### src/rtl/rd_rsp_buffer.sv
// Credit-gated response buffer behind the fixed-latency read-data delay line.
// Holds returned words and presents them first-word-fall-through to the consumer.
module rd_rsp_buffer #(
  parameter int INPUT_BITS_NUM = 8,
  parameter int PTR_BITS       = 2
) (
  input  logic                      clock,
  input  logic                      reset,
  input  logic                      req_valid,
  output logic                      req_ready,
  input  logic                      rsp_valid,
  input  logic [INPUT_BITS_NUM-1:0] rsp_data,
  output logic [INPUT_BITS_NUM-1:0] data_out,
  output logic                      data_valid,
  input  logic                      data_ready,
  output logic [PTR_BITS:0]         fifo_count,
  output logic [PTR_BITS:0]         outstanding,
  output logic                      err
);

  localparam int DEPTH = 2 ** PTR_BITS;
  localparam logic [PTR_BITS:0] FULL = (PTR_BITS+1)'(DEPTH);
  localparam logic [PTR_BITS+1:0] CAP = (PTR_BITS+2)'(DEPTH);

  logic [INPUT_BITS_NUM-1:0] mem [DEPTH];
  logic [PTR_BITS-1:0]       wr_ptr;
  logic [PTR_BITS-1:0]       rd_ptr;
  logic [PTR_BITS+1:0]       credits;
  logic                      issue;
  logic                      accept_rsp;
  logic                      pop;

  // Words held plus words in flight must never exceed the slots we own.
  assign credits    = {1'b0, fifo_count} + {1'b0, outstanding};
  assign req_ready  = credits < CAP;
  assign issue      = req_valid && req_ready;
  assign accept_rsp = rsp_valid && (outstanding != '0) && (fifo_count != FULL);
  assign data_valid = fifo_count != '0;
  assign pop        = data_valid && data_ready;
  assign data_out   = data_valid ? mem[rd_ptr] : '0;

  always_ff @(posedge clock) begin
    if (accept_rsp) begin
      mem[wr_ptr] <= rsp_data;
    end
  end

  always_ff @(posedge clock) begin
    if (reset) begin
      wr_ptr      <= '0;
      rd_ptr      <= '0;
      fifo_count  <= '0;
      outstanding <= '0;
      err         <= 1'b0;
    end else begin
      if (issue && !accept_rsp) begin
        outstanding <= outstanding + 1'b1;
      end else if (!issue && accept_rsp) begin
        outstanding <= outstanding - 1'b1;
      end
      if (accept_rsp && !pop) begin
        fifo_count <= fifo_count + 1'b1;
      end else if (!accept_rsp && pop) begin
        fifo_count <= fifo_count - 1'b1;
      end
      if (accept_rsp) begin
        wr_ptr <= wr_ptr + 1'b1;
      end
      if (pop) begin
        rd_ptr <= rd_ptr + 1'b1;
      end
      // Unexpected or unplaceable response: word is dropped, flag sticks.
      if (rsp_valid && !accept_rsp) begin
        err <= 1'b1;
      end
    end
  end

endmodule
### config.mk
export PLATFORM = sky130hd
export DESIGN_NAME = rd_rsp_buffer
export DESIGN_NICKNAME = d
export VERILOG_FILES = /design/src/rtl/rd_rsp_buffer.sv
export SDC_FILE = /design/constraint.sdc
export NUM_CORES = 1
export LEC_CHECK = 0
export CAP_MARGIN = 20
export CORE_ASPECT_RATIO = 0.9
export CORE_MARGIN = 4
export CORE_UTILIZATION = 35
export CTS_CLUSTER_SIZE = 14
export DETAILED_ROUTE_END_ITERATION = 7
export GPL_ROUTABILITY_DRIVEN = 0
export GPL_TIMING_DRIVEN = 0
export HOLD_SLACK_MARGIN = 0.05
export PLACE_DENSITY = 0.54
export SYNTH_ARGS = -nofsm -noshare
export SYNTH_HDL_FRONTEND = slang
export SYNTH_SLANG_ARGS = --single-unit
export TNS_END_PERCENT = 20
### constraint.sdc
create_clock -name clock -period 2.4 [get_ports clock]
set_input_delay 0.48 -clock clock [delete_from_list [all_inputs] [get_ports clock]]
set_output_delay 0.48 -clock clock [all_outputs]
set_load 0.02 [all_outputs]
==> results of run 1 <==
[registers in the layout, indices dropped and copies added (netlist names), named ones only]
| signal | cells |
|---|---|
| err | 1 |
| mem | 32 |
| fifo_count | 3 |
| outstanding | 3 |
| rd_ptr | 2 |
| wr_ptr | 2 |
[cell families after synthesis]
kind of cell / Yosys count / share of synthesized area, %
adders and majority gates: 10 / 7.180
buffers and inverters: 10 / 2.372
AOI/OAI and AO/OA: 9 / 4.359
muxes: 12 / 11.54
DFF: 45 / 62.56
xor gates and xnor gates: 6 / 2.692
and+or+nand+nor: 31 / 9.295
[cells in the mapped netlist, drive strengths merged, types with 2 or more instances]
library cell / number / area share [%]
nor2b: 8 / 2.6
ha: 8 / 5.1
mux4: 8 / 9.2
inv: 7 / 1.3
a21oi: 3 / 1.3
nor2: 10 / 2.1
dfxtp: 13 / 13
clkbuf: 2 / 0.45
nand2b: 3 / 0.96
o21ai: 2 / 0.51
edfxtp: 32 / 49
o31ai: 2 / 1.7
and2: 5 / 1.6
fa: 2 / 2.1
mux2i: 3 / 1.5
xor2: 6 / 2.7
or3: 2 / 0.64
[layer usage]
layer / track usage (%) / vias up
met3: 2.593 / 7
met4: 5.140 / 0
met1: 14.36 / 560
li1: - / 522
met5: 0 / -
met2: 19.34 / 19
[timing repair]
item                       4_1_cts  5_1_grt
setup endpoints to repair       12        3
setup buffers                    0        3
gates resized for setup         10        3
pin swaps                        1        2
cloned                           0        0
[area by class of cell]
cell class | instances | share of cell area, %
well taps | 67 | 3.372
clock inverters | 3 | 0.7046
clock buffers | 5 | 2.768
multi-input cells | 68 | 29.54
repair buffers | 32 | 12.23
plain buffers | 3 | 0.8052
inverters | 7 | 1.057
flip-flops and latches | 45 | 49.52
[path summary, 6_finish.rpt]
kind,cells past startpoint,slack (ps),endpoint
worst min-delay path,2,480,err
worst min register to register,2,480,err
worst max register to register,10,-20,outstanding[2]
worst max-delay path,10,-20,outstanding[2]
[through the flow]
step / TNS [ps] / power (mW) / utilization, %
floorplan: -163.6 / 2.039 / -
global placement: -421.9 / 2.531 / 44.52
detailed placement: -577.5 / 2.579 / 44.52
CTS: -171.8 / 2.980 / 46.05
global route: -268.4 / 3.212 / 46.75
finish: -34.79 / 2.988 / 46.75
[worst reg2reg max path, stage by stage (launching register included)]
cell                      delay [ps]
sky130_fd_sc_hd__dfxtp_4         390
sky130_fd_sc_hd__ha_4            200
sky130_fd_sc_hd__and3_4          180
sky130_fd_sc_hd__nor4_4          280
sky130_fd_sc_hd__and2_4          200
sky130_fd_sc_hd__ha_4            130
sky130_fd_sc_hd__inv_1            50
sky130_fd_sc_hd__fa_2            330
sky130_fd_sc_hd__xor2_1          150
sky130_fd_sc_hd__or3_1           310
sky130_fd_sc_hd__a21oi_1         120
[power by group through the flow]
| stage | sequential (mW) | clock, mW | combinational [mW] |
|---|---|---|---|
| global route | 1.14 | 0.509 | 1.57 |
| floorplan | 1.17 | 0 | 0.868 |
| CTS | 1.14 | 0.471 | 1.37 |
| global placement | 1.14 | 0 | 1.39 |
| finish | 1.11 | 0.453 | 1.42 |
| detailed placement | 1.15 | 0 | 1.43 |
==> flow_summary.ini, run 1 <==
[synth]
yosys_warnings = 0
synth.yosys.seq_area_share_pct = 62.56
ys_dominant_reg_cell = sky130_fd_sc_hd__edfxtp_1
synth_enable_flop_cells = 32
postSynthCellCount = 123
syn_area_um2 = 1952
synthDistinctLibCells = 28
proportion_of_register_bits_with_asynchronous_set_or_reset_after_synthesis_pct = 0
syn_avg_cell_area_um2 = 15.87
synth_fp_nets = 146
ys_seq_elements = 45

[power]
switching_share_pct = 37.33
power_per_cell_area_nw_per_um2 = 1202
power_leakage_nw = 0.9072
share_seq_of_total_power_pct = 37.3
ir_drop_mv = 0.6052
p_sw_mw = 1.115
proportion_of_power_drawn_by_combinational_gates_pct = 47.5
power.internal_mw = 1.872
clockPowerShare_pct = 15.2

[final_layout]
num_antenna_cells = 0
area.sequential_um2 = 1231
design.final.nets = 185
synthToLayoutAreaGrowth_pct = 27.37
most_common_library_cell_in_the_layout_ignoring_fill_and_taps = sky130_fd_sc_hd__edfxtp_1
final_cell_mix = 32 x sky130_fd_sc_hd__edfxtp_1, 19 x sky130_fd_sc_hd__clkdlybuf4s50_1, 9 x sky130_fd_sc_hd__nor2_1, 9 x sky130_fd_sc_hd__dfxtp_1, 9 x sky130_fd_sc_hd__dlygate4sd2_1
final_cell_count_no_fill = 230
layout.filler_cells = 495
multi_input_area_um2 = 734.5
finish.instance_area_um2 = 2486
drive_above_1_share_pct = 22.70

[grt]
number_of_antenna_violations_at_the_first_check_in_global_routing = 0
grt_pass1_vias = 1121
grt_total_ovfl = 0
grt_first_pass_wirelength_um = 5927
track_usage_pct = 11.61
grt_max_degree = 15

[critical_path]
critPathLaunchType = register
crit_type = register to register
required_time_worst_endpoint_ps = 2620
worst-path-max-fanout = 6
cp_data_arrival_time_ps = 2640
critical_path.endpoint_type = register
critical-path-max-stage-delay_ps = 390
crit_chain = ha_4 > and3_4 > nor4_4 > and2_4 > ha_4 > inv_1 > fa_2 > xor2_1 > or3_1 > a21oi_1
path_common_cell = sky130_fd_sc_hd__ha_4
critPathBufInv = 1
crit_family = simple AND/OR/NAND/NOR gates
cpMaxStageDelayCell = sky130_fd_sc_hd__dfxtp_4
startpoint_of_the_lowest_slack_register_to_register_path = fifo_count[1]
startpoint = fifo_count[1]

[routing]
route.antenna.remaining_nets = 0
met2RoutedLength_um = 1836
detail_route.wirelength_um = 3606
post_drt_via_cell_ratio = 4.817
wirelength_met1_um = 1573
detail_route.first_pass.iterations = 4
top_layer = met4
initialDrtViolationCount = 36
route.met3.wl_um = 118
detail_route.drc_violations = 0
via_count = 1108
avgRoutedWirePerCell_um = 15.68

[run]
max_cap_check_violation_count = 0

[clock_tree]
tritoncts = done
clk_transition_reported_paths_ps = 80
tritoncts.num_buffers = 5
cts_num_sinks = 45
ctsHoldBuffers = 0
maximum_count_of_clock_buffers_along_a_single_path = 2
cts.root.buffer_cell = sky130_fd_sc_hd__clkbuf_8
ctsHtreeMaxLevel = 2
clock_latency_ps = 290

[die]
coreArea_um2 = 5318
die_x_um = 86.72
std_cell_rows = 25
ios = 30
die_y_um = 78.85
dieArea_um2 = 6837
initial_core_util_pct = 36.71

[sta]
fin_hold_ws_ps = 482.2
final_critical_path_setup_slack_ps = -20.67
final-setup-viol-count = 2
finalCriticalPeriod_ps = 2421
finalMaxSlewViolations = 0
setup_repair_after_global_routing_missed_its_margin = true
final-hold-violation-count = 0
clock.fmax_ghz = 0.4131
slew_headroom_pct = 68.14
worstMarginPinSlew_ps = 477.9
final.setup_skew_ps = 3.454
min_period_over_period_pct = 100.9

[placement]
dp_hpwl_um = 2567
place_ws_ps = -337.6
placement.cell_area_um2 = 2367
dpl.cell_count = 219
port-buffer-count = 29

[status]
failed_checks = negative setup slack
outcome = finished with violations

[worst_hold_path]
hold_path.class = register to register
worst_hold_startpoint = err
No activity file was read; power rests on OpenSTA's default activity.
==> run 2, diff against run 1 <==
--- a/config.mk
+++ b/config.mk
@@ -15,6 +15,8 @@
 export GPL_TIMING_DRIVEN = 0
 export HOLD_SLACK_MARGIN = 0.05
 export PLACE_DENSITY = 0.54
+export REMOVE_ABC_BUFFERS = 1
+export SKIP_LAST_GASP = 1
 export SYNTH_ARGS = -nofsm -noshare
 export SYNTH_HDL_FRONTEND = slang
 export SYNTH_SLANG_ARGS = --single-unit
==> flow_summary.ini, run 2 (same netlist as run 1, synthesis figures left out) <==
[routing]
detail_route.first_pass.iterations = 2
detail_route.wirelength_um = 3459
initialDrtViolationCount = 30
via_count = 1085
route.antenna.remaining_nets = 0
avgRoutedWirePerCell_um = 15.10
post_drt_via_cell_ratio = 4.738
detail_route.drc_violations = 0

[sta]
finalCriticalPeriod_ps = 2528
worstMarginPinSlew_ps = 531.6
final-hold-violation-count = 0
clock.fmax_ghz = 0.3956
finalMaxSlewViolations = 0
final.setup_skew_ps = 6.781
setup-tns-final_ps = -356.2
slew_headroom_pct = 64.45
setup_repair_after_global_routing_missed_its_margin = true
min_period_over_period_pct = 105.3
final-setup-viol-count = 9
final_critical_path_setup_slack_ps = -127.6

[worst_hold_path]
number_of_cells_traversed_by_the_worst_hold_path = 2
worst_hold_startpoint = err
hold_path.class = register to register
hold-path-endpoint = err

[critical_path]
startpoint_of_the_lowest_slack_register_to_register_path = fifo_count[1]
endpoint_of_the_lowest_slack_register_to_register_path = outstanding[2]
critPathLaunchType = register
worst-path-max-fanout = 4
required_time_worst_endpoint_ps = 2620
critical-path-max-stage-delay_ps = 350
regToRegSetupSlack_ps = -130
crit_chain = ha_1 > and3_1 > nor4_4 > and2_4 > ha_2 > inv_1 > fa_2 > xor2_1 > or3_1 > a21oi_2
crit_type = register to register
cp_data_arrival_time_ps = 2740
worstRegToRegCells = 10
critical_path.endpoint_type = register
cpMaxStageDelayCell = sky130_fd_sc_hd__dfxtp_4

[power]
power_leakage_nw = 0.8796
ir_drop_mv = 0.4583
switching_share_pct = 35.48
share_seq_of_total_power_pct = 37.4
clockPowerShare_pct = 15.1
power_per_cell_area_nw_per_um2 = 1235
p_sw_mw = 1.085
power.internal_mw = 1.973
proportion_of_power_drawn_by_combinational_gates_pct = 47.5

[die]
coreArea_um2 = 5318
die_x_um = 86.72
std_cell_rows = 25
ios = 30
die_y_um = 78.85
dieArea_um2 = 6837
initial_core_util_pct = 36.71

[clock_tree]
ctsHtreeMaxLevel = 2
cts.root.buffer_cell = sky130_fd_sc_hd__clkbuf_8
maximum_count_of_clock_buffers_along_a_single_path = 2
clock_latency_ps = 290
clk_transition_reported_paths_ps = 80
tritoncts = done
ctsHoldBuffers = 0
cts_num_sinks = 45
tritoncts.num_buffers = 5

[final_layout]
design.final.nets = 184
largest_reg_flops = 32
max_flop_register = mem
multi_input_area_um2 = 710.7
top_regs = mem (32), fifo_count (3), outstanding (3)
synthToLayoutAreaGrowth_pct = 26.79
most_common_library_cell_in_the_layout_ignoring_fill_and_taps = sky130_fd_sc_hd__edfxtp_1
area.sequential_um2 = 1235
final_cell_mix = 32 x sky130_fd_sc_hd__edfxtp_1, 27 x sky130_fd_sc_hd__clkdlybuf4s50_1, 9 x sky130_fd_sc_hd__nor2_1
post-route-util_pct = 46.54
layout.filler_cells = 479
finish.instance_area_um2 = 2475
drive_above_1_share_pct = 21.60
num_antenna_cells = 0

[grt]
grt_max_degree = 16
number_of_antenna_violations_at_the_first_check_in_global_routing = 0
grt_total_ovfl = 0
grt_first_pass_wirelength_um = 5444
grt_pass1_vias = 1103
track_usage_pct = 10.65

[status]
failed_checks = negative setup slack
outcome = finished with violations

[run]
max_cap_check_violation_count = 0

[placement]
place_ws_ps = -327.7
dp_hpwl_um = 2492
port-buffer-count = 29
placement.cell_area_um2 = 2306
[run 2: cell count changes in the layout (fill, tap and decap cells not counted), moves of 2 or more]
cell                              delta
sky130_fd_sc_hd__dlygate4sd2_1       -8
sky130_fd_sc_hd__clkinv_2            -2
sky130_fd_sc_hd__ha_4                -2
sky130_fd_sc_hd__clkdlybuf4s50_1     +8
sky130_fd_sc_hd__buf_4               +2
[run 2: critical path, delay by kind of cell (launching register included)]
kind,cells,cell delay (ps)
DFF,1,350
and+or+nand+nor,4,970
adders and majority gates,3,790
AOI/OAI and AO/OA,1,140
buffers and inverters,1,60
xor gates and xnor gates,1,150
[run 2: area by class of cell]
type | instances | area share [%]
Multi-Input combinational cell | 68 | 28.72
Tap cell | 67 | 3.387
Sequential cell | 45 | 49.90
Clock buffer | 8 | 3.640
Inverter | 7 | 1.062
Timing Repair Buffer | 34 | 13.30
[run 2: how the worst max path moves through the flow]
| stage | startpoint | end | slack (ps) | cells after the start |
|---|---|---|---|---|
| after floorplan | fifo_count[1] | outstanding[2] | -500 | 10 |
| final | fifo_count[1] | outstanding[2] | -130 | 10 |
| after CTS | fifo_count[1] | outstanding[2] | -140 | 10 |
| after global placement | rsp_valid | fifo_count[2] | -280 | 9 |
| after global routing | fifo_count[1] | outstanding[2] | -260 | 10 |
| after detailed placement | rsp_valid | fifo_count[2] | -330 | 9 |
[run 2: power groups by stage]
stage	clock, mW	sequential [mW]	combinational, mW
global placement	0	1.16	1.30
global route	0.514	1.17	1.59
detailed placement	0	1.17	1.33
finish	0.463	1.14	1.45
CTS	0.484	1.17	1.34
floorplan	0	1.18	0.792
[run 2: layer usage]
layer / up-vias / wire [um] / part of all wire [%] / track usage [%]
li1: 526 / - / - / -
met1: 537 / 1476 / 43 / 12.74
met2: 15 / 1808 / 52 / 17.89
met3: 7 / 119 / 3.4 / 3.216
met4: 0 / 55 / 1.6 / 4.206
met5: - / 0 / 0 / 0
[run 2: metrics by stage]
| step | std cells | total power [mW] | hold WS [ps] |
|---|---|---|---|
| after floorplan | 120 | 1.970 | 480.7 |
| after global placement | 216 | 2.459 | 467.7 |
| after detailed placement | 216 | 2.504 | 466.1 |
| after CTS | 224 | 2.992 | 477.1 |
| after global routing | 229 | 3.274 | 495.2 |
| final | 229 | 3.057 | 475.9 |
[run 2: what timing repair did]
action                                  in CTS  in global routing
gates resized for setup                      8                  8
endpoints found under the setup margin      12                 12
setup buffers                                0                  5
pin swaps                                    0                  2
==> run 3, diff against run 2 <==
--- a/config.mk
+++ b/config.mk
@@ -16,6 +16,7 @@
 export HOLD_SLACK_MARGIN = 0.05
 export PLACE_DENSITY = 0.54
 export REMOVE_ABC_BUFFERS = 1
+export SETUP_SLACK_MARGIN = 0.5
 export SKIP_LAST_GASP = 1
 export SYNTH_ARGS = -nofsm -noshare
 export SYNTH_HDL_FRONTEND = slang
==> flow_summary.ini, run 3 (same netlist as run 1, synthesis figures left out) <==
[status]
outcome = complete, no violations

[clock_tree]
clk_transition_reported_paths_ps = 80
cts.root.buffer_cell = sky130_fd_sc_hd__clkbuf_8
maximum_count_of_clock_buffers_along_a_single_path = 2
ctsHtreeMaxLevel = 2
cts_num_sinks = 45
tritoncts.num_buffers = 5
ctsHoldBuffers = 0
tritoncts = done
clock_latency_ps = 290

[routing]
detail_route.first_pass.iterations = 4
post_drt_via_cell_ratio = 4.751
via_count = 1164
detail_route.wirelength_um = 3876
route.antenna.remaining_nets = 0
avgRoutedWirePerCell_um = 15.82
detail_route.drc_violations = 0
initialDrtViolationCount = 25

[grt]
number_of_antenna_violations_at_the_first_check_in_global_routing = 0
grt_first_pass_wirelength_um = 5789
track_usage_pct = 11.40
grt_pass1_vias = 1157
grt_max_degree = 16
grt_total_ovfl = 0

[critical_path]
regToRegSetupSlack_ps = 9
worst-path-max-fanout = 2
cp_data_arrival_time_ps = 2610
worstRegToRegCells = 10
crit_chain = ha_4 > and3_4 > nor4_4 > and2_4 > ha_4 > inv_2 > fa_2 > xor2_2 > or3_4 > a21oi_2
crit_family = simple AND/OR/NAND/NOR gates
critPathBufInv = 1
critical_path.endpoint_type = register
critPathLaunchType = register
required_time_worst_endpoint_ps = 2620
timing.critical_path.depth = 10
crit_type = register to register
cpMaxStageDelayCell = sky130_fd_sc_hd__or3_4
path_common_cell = sky130_fd_sc_hd__ha_4
critical-path-max-stage-delay_ps = 390

[final_layout]
largest_reg_flops = 32
top_regs = mem (32), fifo_count (3), outstanding (3)
area.sequential_um2 = 1242
synthToLayoutAreaGrowth_pct = 38.59
drive_above_1_share_pct = 41.01
most_common_library_cell_in_the_layout_ignoring_fill_and_taps = sky130_fd_sc_hd__edfxtp_1
multi_input_area_um2 = 797.0
final_cell_mix = 32 x sky130_fd_sc_hd__edfxtp_1, 18 x sky130_fd_sc_hd__clkdlybuf4s50_1, 17 x sky130_fd_sc_hd__buf_4
num_antenna_cells = 0
max_flop_register = mem
post-route-util_pct = 50.87
design.final.nets = 200
layout.filler_cells = 472

[die]
std_cell_rows = 25
coreArea_um2 = 5318
initial_core_util_pct = 36.71
dieArea_um2 = 6837
ios = 30
die_y_um = 78.85
die_x_um = 86.72

[sta]
worstMarginPinSlew_ps = 533.2
final.setup_skew_ps = 3.804
clock.fmax_ghz = 0.4182
final-setup-viol-count = 0
min_period_over_period_pct = 99.64
final-hold-violation-count = 0
slew_headroom_pct = 64.35
finalMaxSlewViolations = 0
setup_repair_after_global_routing_missed_its_margin = true
finalCriticalPeriod_ps = 2391
fin_hold_ws_ps = 477.4

[power]
switching_share_pct = 35.34
power_per_cell_area_nw_per_um2 = 1304
ir_drop_mv = 0.6189
power_leakage_nw = 0.9998
clockPowerShare_pct = 13.2
proportion_of_power_drawn_by_combinational_gates_pct = 54.8
total_power_mw = 3.527
power.internal_mw = 2.280
share_seq_of_total_power_pct = 32.1
p_sw_mw = 1.246

[run]
max_cap_check_violation_count = 0

[placement]
port-buffer-count = 29
dp_hpwl_um = 2492

[worst_hold_path]
number_of_cells_traversed_by_the_worst_hold_path = 2
hold_path.class = register to register
-- run 3: cell type report --
| type | count | share of cell area (%) |
|---|---|---|
| Sequential cell | 45 | 45.93 |
| Multi-Input combinational cell | 68 | 29.46 |
| Timing Repair Buffer | 50 | 17.21 |
| Clock buffer | 8 | 3.330 |
| Tap cell | 67 | 3.099 |
| Inverter | 7 | 0.9713 |
-- run 3: metal layers --
metal | share of wire, % | vias up | global-route usage (%)
met4 | 1.5 | 0 | 4.206
met1 | 42 | 585 | 13.68
met5 | 0 | - | 0
met2 | 53 | 17 | 19.42
met3 | 3.3 | 6 | 3.216
li1 | - | 556 | -
-- run 3: worst reg2reg max path: cells and delay by family (launching register included) --
family,cells,cell delay [ps]
fa+ha+maj,3,720
compound gates,1,130
flops,1,350
simple gates,4,940
buf+inv,1,40
xor+xnor,1,150
-- run 3: repair_timing --
action | CTS | global route
resized for setup | 54 | 35
pin swaps | 5 | 8
endpoints found under the setup margin | 44 | 53
buffers inserted | 13 | 8
hold endpoints to repair | 0 | 0
-- run 3: stage by stage --
step                      TNS, ps  cells  setup WS [ps]  cell area (um^2)
after floorplan            -700.5    120         -501.8              1932
after global placement      -1414    216         -280.5              2306
after detailed placement    -1623    216         -327.7              2306
after CTS                  -157.7    237         -101.7              2529
after global routing       -91.90    245         -91.90              2705
final                           0    245          8.724              2705
-- run 3: final timing paths --
kind	from	end
max	fifo_count[1]	outstanding[2]
min	err	err
max reg2reg	fifo_count[1]	outstanding[2]
min reg2reg	err	err
-- run 3: power by group through the flow --
stage	clock, mW	sequential, mW	combinational, mW
2_1_floorplan	0	1.18	0.792
3_3_place_gp	0	1.16	1.30
3_5_place_dp	0	1.17	1.33
4_1_cts	0.484	1.12	1.58
5_1_grt	0.510	1.15	2.09
6_report	0.464	1.13	1.93
